File: src/rtl/cr_kme_drng_pkg.sv
// Shared types and widths for the DRNG key assembler.
package cr_kme_drng_pkg;

  localparam int unsigned DRNG_WORD_W = 128;
  localparam int unsigned KEY_W       = 256;

  typedef enum logic [1:0] {
    FETCH_HI = 2'd0,
    FETCH_LO = 2'd1,
    HOLD     = 2'd2
  } state_e;

endpackage

File: src/rtl/cr_kme_drng_rct.sv
// Repetition-count health test on accepted DRNG words (used under CR_KME_DRNG_HEALTH_EN).
module cr_kme_drng_rct
  import cr_kme_drng_pkg::*;
#(
  parameter int unsigned HT_CUTOFF = 4
) (
  input  logic                   clk,
  input  logic                   rst_n,
  input  logic                   word_valid,
  input  logic [DRNG_WORD_W-1:0] word,
  output logic                   word_match,
  output logic                   health_fail
);

  localparam int unsigned RepW = $clog2(HT_CUTOFF) + 1;

  logic [DRNG_WORD_W-1:0] prev_q;
  logic                   have_prev_q;
  logic [RepW-1:0]        rep_cnt_q;
  logic [RepW-1:0]        rep_next;

  // The first word after reset has no predecessor, so it can never match.
  assign word_match = word_valid & have_prev_q & (word == prev_q);
  assign rep_next   = rep_cnt_q + 1'b1;

  always_ff @(posedge clk or negedge rst_n) begin
    if (!rst_n) begin
      prev_q      <= '0;
      have_prev_q <= 1'b0;
      rep_cnt_q   <= '0;
      health_fail <= 1'b0;
    end else if (word_valid) begin
      prev_q      <= word;
      have_prev_q <= 1'b1;
      if (word_match) begin
        rep_cnt_q <= rep_next;
        if (rep_next >= RepW'(HT_CUTOFF - 1)) health_fail <= 1'b1;
      end else begin
        rep_cnt_q <= '0;
      end
    end
  end

endmodule

File: src/rtl/cr_kme_drng_key_assembler.sv
// Assembles pairs of 128-bit DRNG words into 256-bit keys behind a valid/ack handshake.
// Optional repetition-count health test enabled by defining CR_KME_DRNG_HEALTH_EN.
module cr_kme_drng_key_assembler
  import cr_kme_drng_pkg::*;
#(
  parameter int unsigned CNT_W     = 32,
  parameter int unsigned HT_CUTOFF = 4
) (
  input  logic                   clk,
  input  logic                   rst_n,
  input  logic                   drng_valid,
  input  logic [DRNG_WORD_W-1:0] drng_256_out,
  input  logic                   seed_expired,
  output logic                   drng_ack,
  output logic                   drng_start,
  output logic                   key_valid,
  output logic [KEY_W-1:0]       key_out,
  input  logic                   key_ack,
  output logic [CNT_W-1:0]       key_cnt,
  output logic                   health_fail
);

  state_e state;
  logic   fetching;
  logic   word_match;
  logic   fail;

`ifdef CR_KME_DRNG_HEALTH_EN
  cr_kme_drng_rct #(
    .HT_CUTOFF (HT_CUTOFF)
  ) u_rct (
    .clk         (clk),
    .rst_n       (rst_n),
    .word_valid  (drng_ack),
    .word        (drng_256_out),
    .word_match  (word_match),
    .health_fail (fail)
  );
`else
  logic unused_ht_cutoff;
  assign unused_ht_cutoff = ^HT_CUTOFF;
  assign word_match       = 1'b0;
  assign fail             = 1'b0;
`endif

  assign health_fail = fail;
  assign fetching    = (state == FETCH_HI) || (state == FETCH_LO);
  // Gated by rst_n so the FIFO is never popped while reset is held.
  assign drng_ack    = drng_valid & fetching & ~fail & rst_n;

  always_ff @(posedge clk or negedge rst_n) begin
    if (!rst_n) begin
      state      <= FETCH_HI;
      drng_start <= 1'b0;
      key_valid  <= 1'b0;
      key_out    <= '0;
      key_cnt    <= '0;
    end else begin
      drng_start <= seed_expired & (state != HOLD) & ~drng_start;
      if (!fail) begin
        unique case (state)
          FETCH_HI: begin
            if (drng_ack && !word_match) begin
              key_out[KEY_W-1:DRNG_WORD_W] <= drng_256_out;
              state                        <= FETCH_LO;
            end
          end
          FETCH_LO: begin
            if (drng_ack && !word_match) begin
              key_out[DRNG_WORD_W-1:0] <= drng_256_out;
              key_valid                <= 1'b1;
              state                    <= HOLD;
            end
          end
          HOLD: begin
            if (key_ack) begin
              key_valid <= 1'b0;
              if (key_cnt != '1) key_cnt <= key_cnt + 1'b1;
              state <= FETCH_HI;
            end
          end
          default: begin
            key_valid <= 1'b0;
            state     <= FETCH_HI;
          end
        endcase
      end
    end
  end

endmodule
File: config.mk
export PLATFORM = sky130hd
export DESIGN_NAME = cr_kme_drng_key_assembler
export DESIGN_NICKNAME = d
export VERILOG_FILES = /design/src/rtl/cr_kme_drng_pkg.sv /design/src/rtl/cr_kme_drng_rct.sv /design/src/rtl/cr_kme_drng_key_assembler.sv
export SDC_FILE = /design/constraint.sdc
export NUM_CORES = 1
export LEC_CHECK = 0
export BUFFER_PORTS_ARGS = -buffer_cell sky130_fd_sc_hd__buf_2
export CORE_AREA = 4 4 165 167
export DETAILED_ROUTE_END_ITERATION = 10
export DIE_AREA = 0 0 169 171
export PLACE_DENSITY = 0.79
export RECOVER_POWER = 50
export SYNTH_ARGS = -nofsm -noshare
export SYNTH_HDL_FRONTEND = slang
export SYNTH_SLANG_ARGS = --single-unit
export TNS_END_PERCENT = 1
File: constraint.sdc
create_clock -name clk -period 3.56 [get_ports clk]
set_input_delay 0.178 -clock clk [delete_from_list [all_inputs] [get_ports clk]]
set_output_delay 0.178 -clock clk [all_outputs]
set_load 0.05 [all_outputs]
# --- Word-level counts from Yosys, hierarchy flattened ---
# Cells that the tools add are included.
# W data, S select, Z words.
totals:
  mem_bits_rw: 0
  inputBits: 133
  output_inout_bits: 292
  mem_count: 0
  rom_bits: 0
  ff_bits: 292
  word_cells: 34
  latchBits: 0
op_classes:
  n_eq_ne: 7
  n_bitwise: 6
  n_addsub: 1
  div: 0
  n_mul: 0
  reduce_logical: 7
  n_lt_le_gt_ge: 0
  shift: 0
  mux: 7
op_table:
  columns: ["cell", "n"]
  rows:
  - ["$add A32 B1 Y32 const B", 1]
  - ["$ne A32 B32 Y1 const B", 1]
  - ["$reduce_and A3 Y1", 3]
  - ["$ne A2 B2 Y1 const B", 4]
  - ["$mux W2", 3]
  - ["$pmux W2 S3", 1]
  - ["$and A1 B1 Y1", 4]
  - ["$reduce_and A2 Y1", 2]
  - ["$pmux W1 S3", 1]
  - ["$eq A2 B1 Y1 const B", 1]
  - ["$eq A2 B2 Y1 const B", 1]
  - ["$logic_not A2 Y1", 1]
  - ["$mux W1", 2]
  - ["$not A1 Y1", 2]
  - ["$logic_or A1 B1 Y1", 1]

# --- Longest topological paths before layout ---
logic_depth:
  ltp_word: 6
  mapped_depth: 6
  ltp_nobuf: 6

# --- Worst setup path after synthesis ---
# OpenSTA, ideal clock, no wires.
synth_path:
  path_type: "flip-flop to flip-flop"
  start: "register key_cnt[0]"
  end: "register key_cnt[11]"
  stages_incl_launch_ff: 7
  setup_slack_ns: 1.172
  setup_time_ns: 0.145
  synth_period_minus_slack_ns: 2.388
  n_path_buf: 0
  arrival_ns: 2.244
  required_time_ns: 3.415
  cell_sequence: "dfrtp_1 > ha_1 > nand4_4 > or4b_4 > o31ai_4 > nor2_1 > xor2_1"
synth_via:
  elab_chain_len: 2
  elab_cells_between_ends: 3
  classes_between: "add/sub: 1; eq/ne: 1; reduce/logical: 1"
synth_rtl:
  columns: ["element", "line_no", "source"]
  rows:
  - ["start: declaration", "cr_kme_drng_key_assembler.sv:19", "output logic [CNT_W-1:0] key_cnt,"]
  - ["start signal: assignment", "cr_kme_drng_key_assembler.sv:78", "if (key_cnt != '1) key_cnt <= key_cnt + 1'b1;"]
  - ["parallel branches: the longest is 2 deep, another holds $add A32 B1 Y32", null, null]
# Several ways; the timed one is not identified.
# A chain may end at the register's enable or synchronous reset.

==> flow_summary.json <==
{
  "multi_input_area_um2": 3760,
  "mappedNetlistNets": 845,
  "grt.total_usage": 0.207,
  "fin_worst_skew_ns": 0.0212,
  "clk_pin_slew_ns": 0.06,
  "yosysWarnings": 0,
  "grt_pass1_vias": 9049,
  "violations": "max-capacitance violations, max-slew violations",
  "outcome": "finished, violations left",
  "grt_pass1_wl_um": 48700,
  "syn_inst": 711,
  "yosysSeqAreaShare": 0.651,
  "synth_top_area_share": 0.651,
  "yosys-top-cells-area": "dfrtp_1 65%, mux2_2 26%, xnor2_1 1.2%",
  "dp_hpwl_um": 20000,
  "synth_seq_cells": 292,
  "nNetsFinal": 1408,
  "cts_tree": "done",
  "overflow": 0,
  "root_buffer": "clkbuf_16",
  "cp_data_arrival_time_ns": 2.66,
  "synthFlopType": "dfrtp_1",
  "start_kind": "input port",
  "crit_type": "in -> async",
  "hold_class": "in -> reg",
  "ys_types": 37,
  "grt_max_degree": 146,
  "antenna_found_initial": 0,
  "routabilityCongestion": 0.821,
  "htreeDepth": 1,
  "pre_cts_ws_ns": 1.36,
  "start_util": 0.436,
  "wl_per_cell_um": 18.9,
  "area_delta_synth_final_pct": 40.8,
  "seqCellArea_um2": 7310,
  "numPortBuffers": 423,
  "worst_pin_slew_ns": 2.05,
  "fmax_mhz": 420,
  "syn_area_um2": 11200,
  "die_y_um": 171,
  "clk_latency_ns": 0.56,
  "cts.sinks": 292,
  "pin_count": 425,
  "grt_use_met2": 0.361,
  "fin_cells": 1632,
  "setup_viol": 0,
  "fill_cells": 2008,
  "drc": 0,
  "synth_edf_count": 0,
  "crit_path_max_fanout": 145,
  "busiest_layer": "met2",
  "hold_viol_final": 0,
  "rows": 59,
  "num_vias": 8165,
  "synth_area_leader_cell": "dfrtp_1",
  "routed_wl_um": 30900,
  "period_needed_ns": 2.38,
  "design.die.area_um2": 28900,
  "drtAntennaViolNets": 0,
  "die_w_um": 169,
  "core_um2": 25800,
  "grt_use_met3": 0.0534,
  "cts_max_path_buffers": 3,
  "synth_top_cells_by_count": "292 x dfrtp_1, 257 x mux2_2, 25 x buf_2",
  "grt_setup_unrepaired": "false",
  "numCtsBuffers": 31,
  "synth_most_common_cell": "dfrtp_1",
  "synth_area_per_cell_um2": 15.8,
  "end_kind": "async pin",
  "viasPerCell": 5.00,
  "worstPathRequired_ns": 3.83,
  "setup_tns_ns": 0,
  "relSlewSlack": -0.367,
  "placed_cells": 1445,
  "drv_slew": 185,
  "fin_ws_ns": 1.18,
  "met1_usage": 0.245,
  "min_period_over_period": 0.669,
  "async_flop_share": 1.00,
  "drt_iter0_drc": 416,
  "maxCapViolCount": 2,
  "firstDrtPassIters": 5,
  "drive_above_1_share": 0.408
}
cells by family after synthesis:
logic type,share of synthesized area
AO/OA/AOI/OAI,0.0115
other,0.000334
flip-flops,0.651
buffers and inverters,0.0148
XOR/XNOR,0.0211
multiplexers,0.258
adder cells (fa/ha/maj),0.00111
AND/OR/NAND/NOR,0.0424
per-stage QoR:
step	util	hold slack, ns	instance area, um^2
3_3_place_gp	0.533	0.0681	13700
5_1_grt	0.613	0.105	15800
6_report	0.614	0.0559	15800
3_5_place_dp	0.533	0.0701	13700
4_1_cts	0.625	0.0194	16100
2_1_floorplan	-	-0.118	11200
path summary, 6_finish.rpt:
path / startpoint / end / slack (ns) / cells past startpoint
worst max-delay path: rst_n / key_out[162] / 1.18 / 3
max in group clk: key_cnt[0] / key_cnt[1] / 1.33 / 6
worst min-delay path: drng_valid / state[0] / 0.06 / 4
worst max register to register: key_cnt[0] / key_cnt[1] / 1.33 / 6
worst min register to register: drng_start / drng_start / 0.46 / 1
min in group asynchronous: rst_n / key_cnt[13] / 0.08 / 2
layout make-up:
cell class / count / area share
sequential: 292 / 0.462
multi-input combinational: 384 / 0.238
timing repair buffer: 561 / 0.206
clock buffer: 43 / 0.0557
tap: 335 / 0.0265
clock inverter: 11 / 0.0104
inverter: 4 / 0.000950
antenna: 2 / 0.000317
critical path, cell delays in order:
cell,delay [ns]
dlygate4sd3_1,0.56
buf_8,0.27
clkbuf_4,1.38
registers in the layout, indices dropped and copies added (netlist names):
name        flops
state           2
key_out       256
key_cnt        32
drng_start      1
key_valid       1
timing repair:
action,in CTS,in global routing
hold buffers,131,0
resized for setup,0,0
buffers inserted,0,0
endpoints found under the hold margin,332,0
cell usage in the layout (no fill, tap or decap), drive strengths merged, types with 3 or more instances in the layout:
cell         netlist  final
nand2             15     15
nand3             13     13
xor2              11     11
nor3               6      6
buf               26    211
inv                4      5
dfrtp            292    292
nand4              9      9
mux2             257    257
bufinv             0      4
and3               5      5
clkinv             0      5
nor4               3      3
and4               7      7
a21oi              6      6
clkbuf             5    262
nor2              15     15
xnor2             16     16
dlygate4sd3        0    131
per-layer routing:
| layer | vias to the layer above | share of wire |
|---|---|---|
| met5 | - | 0 |
| met4 | 0 | 0.040 |
| met3 | 93 | 0.075 |
| met2 | 337 | 0.51 |
| met1 | 4085 | 0.37 |
| li1 | 3650 | - |
Power is left out: the tool's default activity adds up to more than one toggle a clock period on the data nets, which glitch-free logic cannot reach.
